--- src/rtl/ccff_loader_pkg.sv ---
// ccff_loader_pkg: shared state encoding for the configuration-chain loader.
package ccff_loader_pkg;
  typedef enum logic [1:0] {IDLE, FETCH, SHIFT, DONE} state_e;
endpackage

--- src/rtl/ccff_readback_packer.sv ---
// ccff_readback_packer: packs bits leaving the chain tail into left-aligned readback words.
module ccff_readback_packer #(
  parameter int DATA_W = 32
) (
  input  logic              clk,
  input  logic              rst,
  input  logic              shift_en_i,
  input  logic              last_bit_i,
  input  logic              clr_i,
  input  logic              tail_i,
  output logic [DATA_W-1:0] rb_data_o,
  output logic              rb_valid_o
);
  localparam int CW = $clog2(DATA_W);
  logic [DATA_W-1:0] sreg_q, sreg_d, rb_data_q;
  logic [CW-1:0] cnt_q;
  logic rb_valid_q, fire;
  assign sreg_d = {sreg_q[DATA_W-2:0], tail_i};
  assign fire = shift_en_i && (cnt_q == CW'(DATA_W - 1) || last_bit_i);
  assign rb_data_o = rb_data_q;
  assign rb_valid_o = rb_valid_q;
  // A short final word is shifted up so its first-captured bit lands in the MSB.
  always_ff @(posedge clk)
    if (rst) begin
      sreg_q <= '0;
      cnt_q <= '0;
      rb_data_q <= '0;
      rb_valid_q <= 1'b0;
    end else begin
      rb_valid_q <= fire;
      if (clr_i) begin
        sreg_q <= '0;
        cnt_q <= '0;
      end else if (shift_en_i) begin
        sreg_q <= fire ? '0 : sreg_d;
        cnt_q <= fire ? '0 : cnt_q + 1'b1;
        if (fire) rb_data_q <= sreg_d << (CW'(DATA_W - 1) - cnt_q);
      end
    end
endmodule

--- src/rtl/ccff_bitstream_loader.sv ---
// ccff_bitstream_loader: serialises bitstream words MSB-first into the config chain and gates its clock.
module ccff_bitstream_loader
  import ccff_loader_pkg::*;
#(
  parameter int CHAIN_LEN = 64,
  parameter int DATA_W = 32,
  localparam int CNT_W = $clog2(CHAIN_LEN + 1)
) (
  input  logic              prog_clk,
  input  logic              pReset,
  input  logic              start,
  input  logic [DATA_W-1:0] bs_data,
  input  logic              bs_valid,
  output logic              bs_ready,
  output logic              ccff_head,
  input  logic              ccff_tail,
  output logic              cfg_clk_en,
  output logic [DATA_W-1:0] rb_data,
  output logic              rb_valid,
  output logic              busy,
  output logic              done,
  output logic [CNT_W-1:0]  bit_count
);
  localparam int WL_W = $clog2(DATA_W + 1);
  state_e state_q;
  logic [DATA_W-1:0] sreg_q;
  logic [WL_W-1:0] word_left_q;
  logic [CNT_W-1:0] bit_count_q;
  logic shifting, last_bit, load_start;
  assign shifting = state_q == SHIFT;
  assign last_bit = shifting && bit_count_q == CNT_W'(CHAIN_LEN - 1);
  assign load_start = start && (state_q == IDLE || state_q == DONE);
  // Every output decodes registered state only, so the ICG enable never sees input glitches.
  assign bs_ready = state_q == FETCH;
  assign cfg_clk_en = shifting;
  assign ccff_head = shifting && sreg_q[DATA_W-1];
  assign busy = state_q == FETCH || shifting;
  assign done = state_q == DONE;
  assign bit_count = bit_count_q;
  always_ff @(posedge prog_clk)
    if (pReset) begin
      state_q <= IDLE;
      sreg_q <= '0;
      word_left_q <= '0;
      bit_count_q <= '0;
    end else begin
      case (state_q)
        IDLE, DONE: if (load_start) begin
          state_q <= FETCH;
          bit_count_q <= '0;
        end
        FETCH: if (bs_valid) begin
          sreg_q <= bs_data;
          word_left_q <= WL_W'(DATA_W);
          state_q <= SHIFT;
        end
        SHIFT: begin
          sreg_q <= sreg_q << 1;
          word_left_q <= word_left_q - 1'b1;
          bit_count_q <= bit_count_q + 1'b1;
          state_q <= last_bit ? DONE : word_left_q == WL_W'(1) ? FETCH : SHIFT;
        end
      endcase
    end
  ccff_readback_packer #(.DATA_W(DATA_W)) u_packer (
    .clk        (prog_clk),
    .rst        (pReset),
    .shift_en_i (shifting),
    .last_bit_i (last_bit),
    .clr_i      (load_start),
    .tail_i     (ccff_tail),
    .rb_data_o  (rb_data),
    .rb_valid_o (rb_valid)
  );
endmodule

--- config.mk ---
export PLATFORM = sky130hd
export DESIGN_NAME = ccff_bitstream_loader
export DESIGN_NICKNAME = d
export VERILOG_FILES = /design/src/rtl/ccff_loader_pkg.sv /design/src/rtl/ccff_readback_packer.sv /design/src/rtl/ccff_bitstream_loader.sv
export SDC_FILE = /design/constraint.sdc
export NUM_CORES = 1
export LEC_CHECK = 0
export CAP_MARGIN = 5
export CORE_ASPECT_RATIO = 1.5
export CORE_MARGIN = 10
export CORE_UTILIZATION = 35
export DETAILED_ROUTE_END_ITERATION = 10
export GPL_ROUTABILITY_DRIVEN = 0
export PLACE_DENSITY = 0.54
export SYNTH_ARGS = -nofsm -noshare
export SYNTH_HDL_FRONTEND = slang
export SYNTH_SLANG_ARGS = --single-unit
--- constraint.sdc ---
create_clock -name prog_clk -period 3.5 [get_ports prog_clk]
set_input_delay 0.35 -clock prog_clk [delete_from_list [all_inputs] [get_ports prog_clk]]
set_output_delay 0.35 -clock prog_clk [all_outputs]
set_load 0.01 [all_outputs]
**Word level (Yosys, flattened, before mapping)**

Cells that the tools add are included.

- Bits in registers: 116
- Bits in latches: 0
- RAM bits: 0
- Bits in read-only memories: 0
- Input port bits: 37
- Logic and storage cells: 51
- Memories kept: 0

- Add/sub/neg operators: 4
- Multiply operators: 0
- Divide/modulo/power cells: 0
- Magnitude comparators: 0
- Equal/unequal tests: 8
- Shifts and indexed selects: 1
- Multiplexer cells: 13
- Bitwise operators: 1
- Reduce and logical (&&, ||, !) cells: 16

Operators with widths:

| kind | number |
|---|---|
| $pmux W32 S2 | 1 |
| $mux W32 | 1 |
| $shl A32 B5 Y32 | 1 |
| $mux W31 | 1 |
| $pmux W7 S2 | 1 |
| $pmux W6 S2 | 1 |
| $mux W2 | 4 |
| $add A7 B1 Y7 const B | 1 |
| $eq A7 B6 Y1 const B | 1 |
| $mux W7 | 1 |
| $eq A6 B1 Y1 const B | 1 |
| $mux W6 | 1 |
| $pmux W2 S3 | 1 |
| $reduce_and A2 Y1 | 3 |
| $sub A6 B1 Y6 const B | 1 |
| $add A5 B1 Y5 const B | 1 |
| $eq A5 B5 Y1 const B | 1 |
| $mux W5 | 1 |
| $sub A5 B5 Y5 const A | 1 |
| $eq A2 B2 Y1 const B | 2 |
| $logic_and A1 B1 Y1 | 4 |
| $ne A2 B2 Y1 const B | 2 |
| $reduce_bool A2 Y1 | 2 |
| $reduce_or A2 Y1 | 2 |
| 5 further kinds | 7 |

**Logic depth before layout (Yosys ltp)**

Gate-level depths: netlist (run 1).

- Word-level depth: 5
- Depth in mapped cells: 13

**Hierarchy**

From an unflattened synthesis (run 1), not the netlist that was laid out.

- Cells, all modules: 662
- Area, all modules: 6247.2 um^2

By module, submodules not included:

| module | instances | cells each | area each (um^2) | sequential area each (um^2) |
|---|---|---|---|---|
| ccff_readback_packer | 1 | 412 | 3985.1 | 1381.3 |
| ccff_bitstream_loader | 1 | 250 | 2262.2 | 940.9 |

**Least setup slack after synthesis (run 1)**

OpenSTA, ideal clock, no wires.

- Kind: reg2reg
- Start point: register u_packer.cnt_q[3]
- End point: register u_packer.rb_data_q[18], in the netlist u_packer.rb_data_o[18]
- Arrival: 2.582 ns
- Required time: 3.426 ns
- Slack: 0.844 ns
- Cell stages (with the launch flop): 12
- Buffers on the path: 4
- Period minus slack after synthesis: 2.656 ns
- Cell sequence: dfxtp_1 > clkbuf_1 > clkbuf_1 > clkbuf_1 > and3_1 > ha_1 > inv_1 > o31a_1 > buf_6 > or2_4 > or4_1 > a31oi_1

- Word-level cells in the longest chain between the ends: 4
- Elaborated cells on any way between the ends: 6
- Classes of those cells: add/sub (1); eq/ne (1); shift (1); reduce/logical (3)

Ends and longest elaborated chain:

| element | RTL line | RTL |
|---|---|---|
| start: declaration | ccff_readback_packer.sv:16 | `logic [CW-1:0] cnt_q;` |
| start signal: assignment | ccff_readback_packer.sv:36 | `cnt_q <= fire ? '0 : cnt_q + 1'b1;` |
| branches (longest 4 deep; another with $sub A5 B5 Y5) | -- |  |
| end signal: assignment | ccff_readback_packer.sv:37 | `if (fire) rb_data_q <= sreg_d << (CW'(DATA_W - 1) - cnt_q);` |
| end: declaration | ccff_readback_packer.sv:15 | `logic [DATA_W-1:0] sreg_q, sreg_d, rb_data_q;` |

Parallel ways; which one is timed is not known.
A chain may end at the register's enable or synchronous reset.

**Worst setup path in the final report (run 1)**

- Start point: register state_q[0]
- End point: register sreg_q[25]

- Word-level cells in the longest chain between the ends: 3
- Elaborated cells on any way between the ends: 6
- Classes of those cells: eq/ne (3); mux (1); reduce/logical (2)

Ends and longest elaborated chain:

| element | RTL line | RTL |
|---|---|---|
| start: declaration | ccff_bitstream_loader.sv:25 | `state_e state_q;` |
| start signal: assignment | ccff_bitstream_loader.sv:61 | `state_q <= last_bit ? DONE : word_left_q == WL_W'(1) ? FETCH : SHIFT;` |
| $eq A2 B1 Y1 / $eq A2 B2 Y1 (equally long branches) | ccff_bitstream_loader.sv:47 | `case (state_q)` |
| $ne A2 B2 Y1 (no line) / $reduce_bool A2 Y1 (equally long branches) | -- |  |
| $reduce_and A2 Y1 (no line) | -- |  |
| end signal: assignment | ccff_bitstream_loader.sv:53 | `sreg_q <= bs_data;` |
| end signal: assignment | ccff_bitstream_loader.sv:58 | `sreg_q <= sreg_q << 1;` |
| end: declaration | ccff_bitstream_loader.sv:26 | `logic [DATA_W-1:0] sreg_q;` |

Several ways; a longest one is shown, not always the timed one.

==> metrics.csv, run 1 <==
metric,value,unit
crit_arrival,2890,ps
min_period,2576,ps
die_w,132.4,um
slew_headroom,0.3845,
pin_count,82,
hold_class,input pin to register,
postCtsSetupRepairBufs,0,
comb_power_share,0.093,
fin_crit_sh,0.7360,
setup_viol,0,
drv_cap,0,
drt_pass1_iterations,5,
wl,18.88,mm
cp_max_fo,54,
synth_xor_area_frac,0.002641,
rsz0062_at_grt,false,
worstSetupPathType,register to register,
cts_buffer_depth,2,
vias,5778,
syn-num-nets,779,
yosys.area.top_type_share,0.3501,
whs,386.4,ps
grt_antenna_before_repair,0,
cts-resized-gates,0,
synth_top_area_cell,dfxtp_1,
synth_mux_area_frac,0.2354,
status,"finished, final reports clean",
multi_input_area,3951,um^2
syn_area,6633,um^2
grt_max_degree,75,
seq_power_share,0.411,
num_antenna_cells,0,
cts_hold_buf,0,
synth_compound_area_frac,0.1600,
wire_per_inst,18.00,um
ir_drop,0.0002929,V
vias_per_cell,5.508,
yosysMostFrequentCell,dfxtp_1,
fin_setup_tns,0,ps
synth_top_family_by_area,multiplexers,
die_y,188.6,um
fmax,388.2,MHz
switchingPower,0.8958,mW
hold_violations,0,
htree_num_levels,4,
rows,61,
p_clk_frac,0.496,
seq_area,2323,um^2
root_buffer,clkbuf_16,
ys.flop_type,dfxtp_1,
clock_skew,8.929,ps
fin_util,0.4381,
nFillCells,1882,
synth-async-reset-ratio,0,
end_kind,register,
grt_pass1_vias,5563,
syn2layout_area_growth,23.00,%
placement.io_buffers,81,
yosys-top-cells-count,"116 x dfxtp_1, 100 x nor2_1, 69 x mux2i_1, 57 x nand2_1, 42 x a31oi_1",
cts_sinks,116,
grt_usage,0.1475,
worstMarginPinSlew,923.2,ps
power.share.switching,0.2616,
clkLatencyLatePin,410,ps
powerDensity,419.8,nW/um^2
ys_seq_area_frac,0.3501,
ys_warn_count,0,
ant_nets,0,
coreArea,18620,um^2
synthCells,733,
yosys.area_share.simple,0.1788,
p_int,2.529,mW
overflow,0,
cts.reportedPaths.clkPinSlew,60,ps
ys_ff_latch,116,
dieArea,24970,um^2
drive_gt1_frac,0.1129,
synth_adder_area_share,0.01698,
ys_types,55,
remaining_drc_errors,0,
startpoint_type,register,
cp.required,3810,ps
hpwlAfterDp,13.46,mm
start_util,0.3562,
slew_viol_final,0,
drt_iter0_markers,487,
avgSynthCellArea,9.049,um^2
numCtsBuffers,17,
synth_edf_count,0,
synth_area_leaders,"dfxtp_1 35%, mux2i_1 10%, mux4_2 7.1%",
nets,830,
cts_tree,built,
power_leakage,2.822,nW
grt_pass1_wl,30.55,mm
## registers in the layout, summed over array words and instances (netlist names)
name and count:
u_packer.rb_data_o 32, bit_count 7, state_q 2, sreg_q 32, u_packer.sreg_q 31, u_packer.cnt_q 5
word_left_q 6, u_packer.rb_valid_o 1
## power by group through the flow
stage	Sequential, mW	Combinational, mW	Clock, mW
2_1_floorplan	1.43	0.219	0
4_1_cts	1.41	0.323	1.74
3_5_place_dp	1.44	0.322	0
5_1_grt	1.41	0.356	1.80
6_report	1.41	0.320	1.70
3_3_place_gp	1.43	0.312	0
## logic make-up after synthesis
| logic type | count (synthesis) |
|---|---|
| AOI/OAI and AO/OA | 157 |
| xor gates and xnor gates | 2 |
| adders and majority gates | 9 |
| buffers and inverters | 80 |
| DFF | 116 |
| muxes | 112 |
| and+or+nand+nor | 257 |
## worst max-delay path: stages (launching register included)
cell	delay, ps
dfxtp_1	330
inv_1	120
ha_4	500
mux2_2	890
buf_4	320
nor2_1	60
a211oi_1	220
## layer usage
| metal | routed length [um] | share of wire | global-route usage | vias to the layer above |
|---|---|---|---|---|
| met3 | 752 | 0.040 | 0.02849 | 34 |
| met2 | 9778 | 0.52 | 0.2568 | 144 |
| met4 | 569 | 0.030 | 0.06749 | 0 |
| li1 | - | - | - | 2809 |
| met5 | 0 | 0 | 0 | - |
| met1 | 7784 | 0.41 | 0.1701 | 2791 |
## final cells by class
type	count	area share
Clock buffer	18	0.05383
Multi-Input combinational cell	537	0.4844
Clock inverter	14	0.01748
Inverter	14	0.006442
Timing Repair Buffer	98	0.1144
Tap cell	252	0.03865
Sequential cell	116	0.2848
## stage by stage
| stage | cells | setup WS (ps) | total power [mW] | instance area, um^2 |
|---|---|---|---|---|
| finish | 1049 | 924.0 | 3.425 | 8158 |
| global route | 1049 | 701.4 | 3.568 | 8158 |
| CTS | 1049 | 901.5 | 3.468 | 8158 |
| detailed placement | 1017 | 929.3 | 1.758 | 7576 |
| global placement | 1017 | 1041 | 1.745 | 7576 |
| floorplan | 733 | 844.1 | 1.646 | 6633 |
## path summary, 6_finish.rpt
kind                            slack, ps                             endpoint  depth (start not counted)                               start
worst max-delay path                  920              sreg_q[25]$_SDFFE_PP0P_                          6             state_q[0]$_SDFFE_PP0P_
worst min-delay path                  390  u_packer.rb_data_o[14]$_SDFFE_PP0P_                          3                              pReset
worst max register to register        920              sreg_q[25]$_SDFFE_PP0P_                          6             state_q[0]$_SDFFE_PP0P_
worst min register to register        460   u_packer.rb_data_o[6]$_SDFFE_PP0P_                          2  u_packer.rb_data_o[6]$_SDFFE_PP0P_
## cells in the final DEF, fill, tap and decap left out, types with 4 or more instances in the layout
cell             count
clkdlybuf4s50_1     80
nor2b_1             32
a21oi_1             27
nand3_1             23
mux4_1              10
ha_1                 8
nor3_1              12
inv_6                5
o211ai_1             7
nor2_1             100
dfxtp_1            115
clkinv_4             4
and2_1               4
buf_4               17
mux2_2              12
mux2i_1             69
nand2_1             57
a31oi_1             42
inv_1               12
clkbuf_16           17
a211oi_1            36
nand2b_1             5
nor4_1               4
o21ai_0              9
a22oi_1             13
nand4_1              7
mux4_2              21
No activity file was read; power rests on OpenSTA's default activity.
==> run 2: changes to the inputs <==
- PLACE_DENSITY: 0.54 -> 0.56
- clock period: 3.5 -> 2.25 ns (I/O delays scaled with it)
==> run 2 against run 1 <==
  * Global-route usage decreased by 0.12 points
  * Critical path depth grew 1
  * Final cell count grew 4.5%
  * Sequential share of layout area fell by 1.6 points
  * Combinational power rose by 66%
  * Critical endpoint is now u_packer.rb_data_o[24]$_SDFFE_PP0P_
  * Highest routed layer unchanged
==> metrics.csv, run 2 (synthesis results as in run 1) <==
metric,value,unit,change
fin_crit_sh,0.9560,,+0.2200
startpoint_type,register,,
htree_num_levels,4,,unchanged
rsz0062_at_grt,false,,
placement.io_buffers,81,,unchanged
crit_arrival,2400,ps,-490 ps
layout_common_cells,"115 x dfxtp_1, 100 x nor2_1, 80 x clkdlybuf4s50_1",,
overflow,0,,unchanged
wl,18.72,mm,-0.86%
worstSetupPathType,register to register,,
root_buffer,clkbuf_16,,
switchingPower,1.383,mW,+54%
rows,61,,unchanged
cts_sinks,116,,unchanged
comb_power_share,0.096,,+0.003
slew_headroom,0.4744,,+0.08990
ant_nets,0,,unchanged
cts_tree,built,,
grt_antenna_before_repair,0,,unchanged
cts_hold_buf,0,,unchanged
grt_pass1_vias,5837,,+4.9%
drt_pass1_iterations,5,,unchanged
cp_max_fo,12,,-78%
pin_count,82,,unchanged
nets,877,,+5.7%
vias,5905,,+2.2%
fin_setup_tns,0,ps,unchanged
p_clk_frac,0.510,,+0.014
whs,273.3,ps,-113.1 ps
min_period,2151,ps,-425.0 ps
vias_per_cell,5.388,,-2.2%
drv_cap,0,,unchanged
layout_commonest_cell,dfxtp_1,,
wire_per_inst,17.08,um,-5.1%
syn2layout_area_growth,30.16,%,
drt_iter0_markers,496,,+1.8%
fmax,464.9,MHz,+20%
grt_pass1_wl,30.71,mm,+0.50%
cts.reportedPaths.clkPinSlew,60,ps,about the same
hpwlAfterDp,13.64,mm,+1.3%
status,"finished, final reports clean",,
powerDensity,642.8,nW/um^2,+53%
num_antenna_cells,0,,unchanged
hold_violations,0,,unchanged
ir_drop,0.0004753,V,+62%
worstMarginPinSlew,788.4,ps,-134.9 ps
setup_viol,0,,unchanged
remaining_drc_errors,0,,unchanged
nFillCells,1792,,-4.8%
cp.required,2500,ps,-1310 ps
seq_power_share,0.394,,-0.017
grt_max_degree,75,,unchanged
power_leakage,3.099,nW,+9.8%
clock_skew,14.98,ps,+6.053 ps
slew_viol_final,0,,unchanged
numCtsBuffers,17,,unchanged
power.share.switching,0.2492,,-0.01239
p_int,4.166,mW,+65%
end_kind,register,,
grt_usage,0.1463,,-0.001177
die_w,132.4,um,unchanged
drive_gt1_frac,0.1659,,+0.05295
fin_util,0.4636,,+0.02553
clkLatencyLatePin,420,ps,about the same
cts_buffer_depth,2,,unchanged
start_util,0.3562,,unchanged
hold_class,input pin to register,,
coreArea,18620,um^2,unchanged
dieArea,24970,um^2,unchanged
die_y,188.6,um,unchanged
## run 2: cell count changes in the layout (fill, tap and decap cells not counted), moves of 2 or more
cell       previous run  this run
buf_4                17        59
buf_12                0         3
bufinv_16             1         3
clkinv_2              0         2
inv_6                 5         3
## run 2: repair_timing
action                                  4_1_cts  5_1_grt
endpoints found under the setup margin        1       32
cloned                                        0        1
pin swaps                                     0        1
resized for setup                             0        4
setup buffers                                 0       11
## run 2: layout make-up
cell class / count / area, um^2 / area share
multi-input cells: 537 / 3966 / 0.4594
flip-flops and latches: 116 / 2323 / 0.2691
repair buffers: 145 / 1361 / 0.1577
clock buffers: 18 / 439.2 / 0.05087
well taps: 252 / 315.3 / 0.03652
clock inverters: 14 / 175.2 / 0.02029
inverters: 14 / 52.55 / 0.006087
## run 2: power by group through the flow
stage                     Combinational [mW]  Clock (mW)  Sequential, mW
after global routing                   0.596        2.97            2.20
after floorplan                        0.340           0            2.22
final                                  0.531        2.83            2.19
after global placement                 0.508           0            2.23
after CTS                              0.528        2.88            2.19
after detailed placement               0.527           0            2.23
## run 2: through the flow
stage	setup WS [ps]	power (mW)	cell area [um^2]	std cells
floorplan	14.20	2.561	6681	733
global route	10.48	5.772	8633	1096
detailed placement	57.59	2.760	7896	1053
finish	98.93	5.549	8633	1096
global placement	95.31	2.736	7896	1053
CTS	41.24	5.599	8503	1084
## run 2: worst max-delay path: stages (launching register included)
cell	delay, ps
dfxtp_2	350
buf_12	150
mux4_2	520
a222oi_1	430
buf_4	190
o22ai_1	90
mux2i_1	170
a211oi_1	90
## run 2: final timing paths
kind / startpoint / to / slack [ps] / cells after the start
setup / recovery: u_packer.cnt_q[1]$_SDFFE_PP0P_ / u_packer.rb_data_o[24]$_SDFFE_PP0P_ / 100 / 7
hold / removal: pReset / u_packer.rb_data_o[14]$_SDFFE_PP0P_ / 270 / 3
setup reg to reg: u_packer.cnt_q[1]$_SDFFE_PP0P_ / u_packer.rb_data_o[24]$_SDFFE_PP0P_ / 100 / 7
hold reg to reg: u_packer.rb_data_o[6]$_SDFFE_PP0P_ / u_packer.rb_data_o[6]$_SDFFE_PP0P_ / 450 / 2
## run 2: per-layer routing
layer / part of all wire / routed length [um] / vias to the layer above / track usage
li1: - / - / 2898 / -
met1: 0.42 / 7941 / 2855 / 0.1732
met2: 0.52 / 9736 / 136 / 0.2541
met3: 0.040 / 757 / 16 / 0.02609
met4: 0.015 / 286 / 0 / 0.05985
met5: 0 / 0 / - / 0
==> run 3: changes to the inputs <==
- CTS_BUF_LIST: default -> sky130_fd_sc_hd__clkbuf_16
==> run 3 against run 2 <==
  * Clock skew hardly changed
  * Combinational power about the same
  * Via count down 0.27%
  * Sequential cell count unchanged
==> metrics.csv, run 3 (synthesis results as in run 1) <==
metric,value,unit,change
status,"finished, final reports clean",,
end_kind,register,,
nets,877,,unchanged
vias_per_cell,5.373,,-0.27%
vias,5889,,-0.27%
num_antenna_cells,0,,unchanged
grt_pass1_vias,5818,,-0.33%
rsz0062_at_grt,false,,
worstMarginPinSlew,787.6,ps,-0.8022 ps
placement.io_buffers,81,,unchanged
wire_per_inst,17.04,um,-0.26%
cts.reportedPaths.clkPinSlew,60,ps,about the same
syn2layout_area_growth,30.01,%,
layout_commonest_cell,dfxtp_1,,
grt_max_degree,75,,unchanged
fin_setup_tns,0,ps,unchanged
die_w,132.4,um,unchanged
worstSetupPathType,register to register,,
die_y,188.6,um,unchanged
drt_pass1_iterations,5,,unchanged
wl,18.67,mm,-0.26%
total_power,5.515,mW,-0.62%
clock_skew,14.57,ps,-0.4103 ps
ir_drop,0.0004751,V,about the same
power_leakage,3.093,nW,-0.18%
powerDensity,639.5,nW/um^2,-0.51%
fin_crit_sh,0.9569,,about the same
remaining_drc_errors,0,,unchanged
fmax,464.4,MHz,about the same
hpwlAfterDp,13.64,mm,unchanged
rows,61,,unchanged
layout_common_cells,"115 x dfxtp_1, 100 x nor2_1, 80 x clkdlybuf4s50_1",,
drt_iter0_markers,502,,+1.2%
grt_pass1_wl,30.64,mm,-0.21%
cts_buffer_depth,2,,unchanged
hold_class,input pin to register,,
root_buffer,clkbuf_16,,
slew_viol_final,0,,unchanged
start_util,0.3562,,unchanged
drv_cap,0,,unchanged
crit_arrival,2410,ps,about the same
grt_usage,0.1461,,-0.0002219
dieArea,24970,um^2,unchanged
slew_headroom,0.4749,,+0.0005350
cp.required,2500,ps,about the same
clkLatencyLatePin,410,ps,about the same
overflow,0,,unchanged
pin_count,82,,unchanged
hold_violations,0,,unchanged
cts_tree,built,,
design_area,8623,um^2,-0.12%
htree_num_levels,4,,unchanged
setup_viol,0,,unchanged
numCtsBuffers,17,,unchanged
cts_hold_buf,0,,unchanged
coreArea,18620,um^2,unchanged
fin_util,0.4630,,-0.0005370
min_period,2153,ps,+2.050 ps
startpoint_type,register,,
place_area,7896,um^2,unchanged
drive_gt1_frac,0.1647,,-0.001185
cp_max_fo,12,,unchanged
cts_sinks,116,,unchanged
grt_antenna_before_repair,0,,unchanged
ant_nets,0,,unchanged
## run 3: cell types whose count changed in the layout (fill, tap and decap cells not counted)
cell,change
clkinv_1,+1
clkbuf_8,-1
## run 3: power by group
part / leakage (nW) / switching [mW] / internal [mW]
logic: 1.87 / 0.289 / 0.243
clock network: 0.288 / 1.05 / 1.75
registers: 0.939 / 0.0473 / 2.14
total: 3.09 / 1.38 / 4.13
## run 3: per-layer routing
layer | global-route usage | wire length, um | up-vias
met2 | 0.2533 | 9763 | 115
met5 | 0 | 0 | -
met4 | 0.05985 | 270 | 0
met1 | 0.1732 | 7931 | 2859
li1 | - | - | 2899
met3 | 0.02609 | 708 | 16
## run 3: worst max-delay path, cell delays in order (launching register included)
cell and delay, ps:
dfxtp_2 350, buf_12 150, mux4_2 520, a222oi_1 430, buf_4 190, o22ai_1 90
mux2i_1 170, a211oi_1 90
## run 3: what timing repair did
action / 4_1_cts / 5_1_grt
gates resized for setup: 0 / 4
setup endpoints to repair: 1 / 32
gates cloned: 0 / 1
buffers inserted: 0 / 11
pin swaps: 0 / 1
endpoints found under the hold margin: 0 / 0
## run 3: worst paths after layout
kind                                                          from                                  end  slack [ps]  cells after the start
worst max-delay path                u_packer.cnt_q[1]$_SDFFE_PP0P_  u_packer.rb_data_o[24]$_SDFFE_PP0P_         100                      7
worst min-delay path                                        pReset  u_packer.rb_data_o[14]$_SDFFE_PP0P_         270                      3
worst max register to register      u_packer.cnt_q[1]$_SDFFE_PP0P_  u_packer.rb_data_o[24]$_SDFFE_PP0P_         100                      7
worst min register to register  u_packer.rb_data_o[6]$_SDFFE_PP0P_   u_packer.rb_data_o[6]$_SDFFE_PP0P_         450                      2
## run 3: metrics by stage
step           setup slack [ps]  hold slack, ps  std cells
3_3_place_gp              95.31           443.3       1053
2_1_floorplan             14.20           389.7        733
3_5_place_dp              57.59           449.6       1053
6_report                  96.88           274.3       1096
4_1_cts                   41.24           260.7       1084
5_1_grt                   10.48           281.5       1096
## run 3: cell type report
cell class / count / area (um^2)
fillers: 1797 / 10000
multi-input cells: 537 / 3966
flip-flops and latches: 116 / 2323
repair buffers: 145 / 1361
clock buffers: 17 / 425.4
well taps: 252 / 315.3
clock inverters: 15 / 178.9
inverters: 14 / 52.55
